## src/rtl/sockit_cdc_ser_if.sv

```systemverilog
// Wide-word input handshake plus narrow beat output handshake for sockit_cdc_ser.
// Latency: none (signal bundle only).
// Backpressure: sri_req/sri_grt on the word side, cdi_req/cdi_grt on the beat side.
interface sockit_cdc_ser_if #(
    parameter int DW = 8,
    parameter int BN = 4
);
    localparam int LW = $clog2(BN);

    logic [BN*DW-1:0] sri_dat;
    logic [LW-1:0]    sri_bcn;
    logic             sri_req;
    logic             sri_grt;
    logic [DW-1:0]    cdi_dat;
    logic             cdi_req;
    logic             cdi_grt;

    // The serializer side: consumes words, produces beats.
    modport slave (
        input  sri_dat, sri_bcn, sri_req, cdi_grt,
        output sri_grt, cdi_dat, cdi_req
    );

    // The surrounding logic: produces words, consumes beats.
    modport master (
        output sri_dat, sri_bcn, sri_req, cdi_grt,
        input  sri_grt, cdi_dat, cdi_req
    );
endinterface

```

## src/rtl/sockit_cdc_ser.sv

```systemverilog
// Serializes BN*DW-bit words (with per-word beat count) into DW-bit beats for the CDC input.
// Latency: 1 cycle from accepted word to first beat request; n beats take n cycles at full grant.
// Backpressure: beats hold while cdi_grt is low; sri_grt rises only on the final granted beat or when idle.
module sockit_cdc_ser #(
    parameter int DW = 8,
    parameter int BN = 4,
    parameter int BE = 0
) (
    input  logic                  cdi_clk,
    input  logic                  cdi_rst,
    input  logic                  i_cdi_clr,
    sockit_cdc_ser_if.slave       io_bus,
    output logic [15:0]           o_sts_cnt
);
    localparam int LW = $clog2(BN);

    typedef enum logic {
        ST_IDLE  = 1'b0,
        ST_SHIFT = 1'b1
    } state_t;

    state_t           r_state;
    state_t           w_state_nxt;
    logic [BN*DW-1:0] r_hld;
    logic [BN*DW-1:0] w_hld_nxt;
    logic [BN*DW-1:0] w_hld_shf;
    logic [LW-1:0]    r_rem;
    logic [LW-1:0]    w_rem_nxt;
    logic [15:0]      r_cnt;
    logic [15:0]      w_cnt_nxt;
    logic             w_act;
    logic             w_last;
    logic             w_sri_grt;
    logic             w_sri_trn;
    logic             w_cdi_trn;

    assign w_act  = (r_state == ST_SHIFT);
    assign w_last = (r_rem == '0);

    // Grant is combinational from cdi_grt so a new word loads on the last beat without a bubble.
    assign w_sri_grt = ~i_cdi_clr & (~w_act | (io_bus.cdi_grt & w_last));
    assign w_sri_trn = io_bus.sri_req & w_sri_grt;
    assign w_cdi_trn = w_act & io_bus.cdi_grt;

    // Shift toward the output slice; vacated beats fill with zero.
    assign w_hld_shf = (BE != 0) ? (r_hld << DW) : (r_hld >> DW);

    assign io_bus.sri_grt = w_sri_grt;
    assign io_bus.cdi_req = w_act;
    assign io_bus.cdi_dat = (BE != 0) ? r_hld[BN*DW-1 -: DW] : r_hld[DW-1:0];
    assign o_sts_cnt      = r_cnt;

    // Next-state and datapath update; clear wins over any transfer, a new word wins over the shift.
    always_comb begin
        w_state_nxt = r_state;
        w_hld_nxt   = r_hld;
        w_rem_nxt   = r_rem;
        w_cnt_nxt   = r_cnt;
        if (i_cdi_clr) begin
            w_state_nxt = ST_IDLE;
            w_hld_nxt   = '0;
            w_rem_nxt   = '0;
            w_cnt_nxt   = '0;
        end else begin
            if (w_cdi_trn) begin
                if (w_last) begin
                    w_cnt_nxt   = r_cnt + 16'd1;
                    w_state_nxt = ST_IDLE;
                end else begin
                    w_rem_nxt = r_rem - LW'(1);
                    w_hld_nxt = w_hld_shf;
                end
            end
            if (w_sri_trn) begin
                w_state_nxt = ST_SHIFT;
                w_hld_nxt   = io_bus.sri_dat;
                w_rem_nxt   = io_bus.sri_bcn;
            end
        end
    end

    // State and datapath registers; reset drops any held word immediately.
    always_ff @(posedge cdi_clk or posedge cdi_rst) begin
        if (cdi_rst) begin
            r_state <= ST_IDLE;
            r_hld   <= '0;
            r_rem   <= '0;
            r_cnt   <= '0;
        end else begin
            r_state <= w_state_nxt;
            r_hld   <= w_hld_nxt;
            r_rem   <= w_rem_nxt;
            r_cnt   <= w_cnt_nxt;
        end
    end
endmodule
```

## src/flat_wrapper.sv

```systemverilog
// flat-port wrapper written by rule: the top's interface ports become plain ports
module sockit_cdc_ser_flat 
#(
    parameter int DW = 8,
    parameter int BN = 4,
    parameter int BE = 0
)
  (cdi_clk, cdi_rst, i_cdi_clr, o_sts_cnt, io_bus_sri_dat, io_bus_sri_bcn, io_bus_sri_req, io_bus_cdi_grt, io_bus_sri_grt, io_bus_cdi_dat, io_bus_cdi_req);
  sockit_cdc_ser_if #(.DW(DW), .BN(BN)) io_bus_i ();
  input  logic cdi_clk;
  input  logic cdi_rst;
  input  logic i_cdi_clr;
  output logic [15:0] o_sts_cnt;
  input wire logic [$bits(io_bus_i.sri_dat)-1:0] io_bus_sri_dat;
  input wire logic [$bits(io_bus_i.sri_bcn)-1:0] io_bus_sri_bcn;
  input wire logic [$bits(io_bus_i.sri_req)-1:0] io_bus_sri_req;
  input wire logic [$bits(io_bus_i.cdi_grt)-1:0] io_bus_cdi_grt;
  output wire logic [$bits(io_bus_i.sri_grt)-1:0] io_bus_sri_grt;
  output wire logic [$bits(io_bus_i.cdi_dat)-1:0] io_bus_cdi_dat;
  output wire logic [$bits(io_bus_i.cdi_req)-1:0] io_bus_cdi_req;
  assign io_bus_i.sri_dat = io_bus_sri_dat;
  assign io_bus_i.sri_bcn = io_bus_sri_bcn;
  assign io_bus_i.sri_req = io_bus_sri_req;
  assign io_bus_i.cdi_grt = io_bus_cdi_grt;
  assign io_bus_sri_grt = io_bus_i.sri_grt;
  assign io_bus_cdi_dat = io_bus_i.cdi_dat;
  assign io_bus_cdi_req = io_bus_i.cdi_req;
  sockit_cdc_ser #(.DW(DW), .BN(BN), .BE(BE)) u_core (.cdi_clk(cdi_clk), .cdi_rst(cdi_rst), .i_cdi_clr(i_cdi_clr), .io_bus(io_bus_i), .o_sts_cnt(o_sts_cnt));
endmodule
```

## config.mk

```make
export PLATFORM = sky130hd
export DESIGN_NAME = sockit_cdc_ser_flat
export DESIGN_NICKNAME = d
export VERILOG_FILES = /design/src/rtl/sockit_cdc_ser_if.sv /design/src/rtl/sockit_cdc_ser.sv /design/src/flat_wrapper.sv
export SDC_FILE = /design/constraint.sdc
export NUM_CORES = 1
export LEC_CHECK = 0
export ABC_AREA = 1
export BUFFER_PORTS_ARGS = -buffer_cell sky130_fd_sc_hd__buf_2
export CAP_MARGIN = 20
export CORE_ASPECT_RATIO = 1.2
export CORE_MARGIN = 1
export CORE_UTILIZATION = 51
export CTS_CLUSTER_DIAMETER = 30
export DETAILED_ROUTE_END_ITERATION = 8
export PLACE_DENSITY = 0.76
export SLEW_MARGIN = 20
export SYNTH_ARGS = -nofsm -noshare
export SYNTH_HDL_FRONTEND = slang
export SYNTH_SLANG_ARGS = --single-unit
```

## constraint.sdc

```tcl
create_clock -name cdi_clk -period 2.1 [get_ports cdi_clk]
set_clock_uncertainty 0.2 [all_clocks]
set_input_delay 0 -clock cdi_clk [delete_from_list [all_inputs] [get_ports cdi_clk]]
set_output_delay 0 -clock cdi_clk [all_outputs]
set_load 0.02 [all_outputs]
```

==> out/results.txt <==
Root Driver: clkbuf_8
detailed-routing iteration count for the pre-antenna-repair pass: 4
Area Overhead vs Synth: 29.5%
multiplexer fraction of the synthesized cell area: 0%
share of final-layout standard cells stronger than drive strength 1: 19.1%
Synth Area in Compound Gates: 8.23%
final setup fails: 0
total instance count after detailed placement: 496
sort of element at the end of the critical path: register
startpoint of the lowest-slack register-to-register path: u_core.r_rem[0]$_DFFE_PP0P_
part of the Yosys area used for sequential elements: 45.6%
Worst Hold Launch: io_bus_cdi_grt
pin count of the biggest net entering global routing: 33
data required time of the critical path: 2100 ps
HPWL after detailed placement: 4380 µm
instance count along the most critical hold path: 4
cell area after synthesis: 0.00280 mm²
number of global-route vias before repair: 2,696
flop and latch count out of synthesis: 51
internal portion of total power: 1.53 mW
vias per cell: 5.18
final estimated routing congestion in global placement: 0.864
ratio of final minimum period to clock period: 94.8%
total of hold buffers inserted after clock tree synthesis: 39
Synth Area in XOR/XNOR: 0.313%
final hold vios: 0
clock slew at reported path FFs: 90 ps
destination of the worst hold path: u_core.o_sts_cnt[0]$_DFFE_PP0P_
DRT iter0 DRCs: 247
count of buffers from port buffering: 64
Synthesized Nets: 427
number of H-tree branching levels: 2
leftover overflow at the end of global routing: 0
count of cells resized by post-cts repair: 0
slack of the worst reg-to-reg path: 110 ps
deepest clock path buffer count: 2
full die area: 0.00579 mm²
type of the worst min-delay path: in -> reg
Clock power frac: 29.0%
Total Neg Setup Slack: 0 ps
count of maximum capacitance violations: 0
CTS Buf Count: 5
kind of critical path: reg -> reg
detailed-route wire length: 6700 µm
clock insertion delay at the later pin of the skew report: 310 ps
detailed-route via count: 2,812
number of instances in the synthesized netlist: 386
highest clock frequency the design can meet: 0.502 GHz
FF-to-FF path depth: 7
DRC Markers: 0
power density over the cells: 593 mW/mm²
global-route usage over all layers: 25.1%
switching power share of the total: 28.8%
max-slew violation total from the final report: 0
library cells used by synthesis: 23
number of nets in the finished design: 521
highest ir drop seen on vdd: 0.542 mV
adder-cell share of the synthesized area: 0.894%
starting density of the core: 52.8%
top post-synthesis cells by area: dfrtp_1, nand2_1, nand3_1, inv_1, nor2_1
fraction of post-synthesis cell area in the top cell type by area: 45.6%
Yosys warning count: 0
TritonCTS clock tree: built
R2R Path End: u_core.io_bus.cdi_req$_DFFE_PP0P_
post-CTS repair timing setup buffer count: 0
number of rows in the core area: 29
Least-Margin Pin Slew: 454 ps
Leak: 1.97 nW
Post-DRT Antenna Nets: 0
main combinational cell family by area after synthesis: simple AND/OR/NAND/NOR gates
CTS Sinks: 51
die span in x: 69.6 µm
wire length per cell: 12.3 µm
initial antenna violation count: 0
global-route wire length before repair: 11,800 µm
worst-case headroom to the max-slew limit: 69.7%
count of pins on the block boundary: 65
outcome: complete, no violations
non-filler cells in the finished layout: 543
post-synth top area cell: dfrtp_1
Total Power: 2.15 mW
Post-Syn Area per Cell: 7.25 µm²
sequential group share of total power: 50.2%
nature of the critical path startpoint: register
height of the die: 83.2 µm
largest fanout on the critical path: 15
unrepaired setup endpoints after global routing: no
Synth Area in Simple Gates: 33.0%
Arr. time, crit path: 1990 ps
area of the core: 0.00530 mm²
sw power: 0.619 mW
number of diodes: 0
post-route minimum period: 1990 ps
count of fill cells added during filler insertion: 460
Combinational Power Share: 20.8%
-- synthesized netlist by cell type --
master,instances
ha_1,2
nand2_2,1
buf_4,9
nor3_1,3
inv_1,46
clkbuf_1,5
a21oi_1,4
o21ai_1,15
nand2_1,106
inv_2,2
nor3b_1,2
nor3_2,1
dfrtp_1,51
buf_1,1
xor2_1,1
nand4_1,5
nor2_1,35
nand3_1,61
buf_2,13
o21ai_0,6
a21oi_2,2
a31oi_1,14
nand2_4,1
-- worst max path at each step --
stage	from	endpoint	slack [ps]	cells after the start
2_1_floorplan	u_core.r_rem[0]$_DFFE_PP0P_	u_core.r_hld[20]$_DFFE_PP0P_	410	9
3_3_place_gp	u_core.r_rem[0]$_DFFE_PP0P_	u_core.r_hld[20]$_DFFE_PP0P_	350	9
3_5_place_dp	u_core.r_rem[0]$_DFFE_PP0P_	u_core.r_hld[14]$_DFFE_PP0P_	260	9
4_1_cts	u_core.r_rem[0]$_DFFE_PP0P_	u_core.io_bus.cdi_req$_DFFE_PP0P_	120	7
5_1_grt	u_core.r_rem[0]$_DFFE_PP0P_	u_core.io_bus.cdi_req$_DFFE_PP0P_	20	7
6_report	u_core.r_rem[0]$_DFFE_PP0P_	u_core.io_bus.cdi_req$_DFFE_PP0P_	110	7
-- final cells by class --
cell class | instances | area, µm² | area share [%]
clock buffer | 7 | 96.3 | 2.66
clock inverter | 1 | 7.51 | 0.207
inverter | 48 | 180 | 4.97
multi-input combinational | 259 | 1190 | 32.7
sequential | 51 | 1280 | 35.2
tap | 62 | 77.6 | 2.14
timing repair buffer | 115 | 801 | 22.1
-- flip-flops by register name, indices dropped and copies added, names as in the netlist --
name	count
u_core.r_hld	32
u_core.o_sts_cnt	16
u_core.r_rem	2
u_core.io_bus.cdi_req	1
-- metrics by stage --
stage | cell area, µm² | util, % | hold slack (ps) | worst slack (ps)
after floorplan | 2800 | - | -44.5 | 407
after global placement | 3130 | 59.1 | -252 | 348
after detailed placement | 3130 | 59.1 | -250 | 259
after CTS | 3630 | 68.4 | 47.4 | 123
after global routing | 3630 | 68.4 | 99.2 | 15.8
final | 3630 | 68.4 | 42.8 | 109
-- power by group through the flow --
stage,clock [mW],sequential [mW],combinational (mW)
after global routing,0.685,1.09,0.504
after global placement,0,1.09,0.379
after CTS,0.638,1.08,0.445
after detailed placement,0,1.10,0.387
final,0.624,1.08,0.447
after floorplan,0,1.09,0.284
-- layer usage --
layer	routed length, µm	share of wire [%]	up-vias	global-route usage (%)
li1	-	-	1419	-
met1	3000	45	1296	33.7
met2	3280	49	82	40.7
met3	280	4.2	15	4.49
met4	132	2.0	0	9.64
met5	0	0	-	0
-- worst max-delay path, cell delays in order (launching register included) --
cell and delay (ps):
dfrtp_1 370, inv_1 90, ha_1 190, nand2_1 100
nand2_2 90, buf_4 210, a21oi_1 80, dlygate4sd3_1 570
-- cell usage in the layout, fill, tap and decap left out --
cell           instances
nand2_1              106
buf_2                 64
nand3_1               61
dfrtp_1               51
inv_1                 45
dlygate4sd3_1         39
nor2_1                35
o21ai_1               15
a31oi_1               14
buf_4                 12
clkbuf_8               7
o21ai_0                6
nand4_1                5
a21oi_1                4
inv_2                  3
nor3_1                 3
a21oi_2                2
nor3b_1                2
ha_1                   2
nand2_2                1
xor2_1                 1
nand2_4                1
nor3_2                 1
clkinvlp_4             1
-- logic make-up after synthesis --
kind of cell	after synthesis
and+or+nand+nor	215
buffers and inverters	76
AOI/OAI and AO/OA	41
xor gates and xnor gates	1
DFF	51
adders and majority gates	2
(Power assumes the default switching activity.)
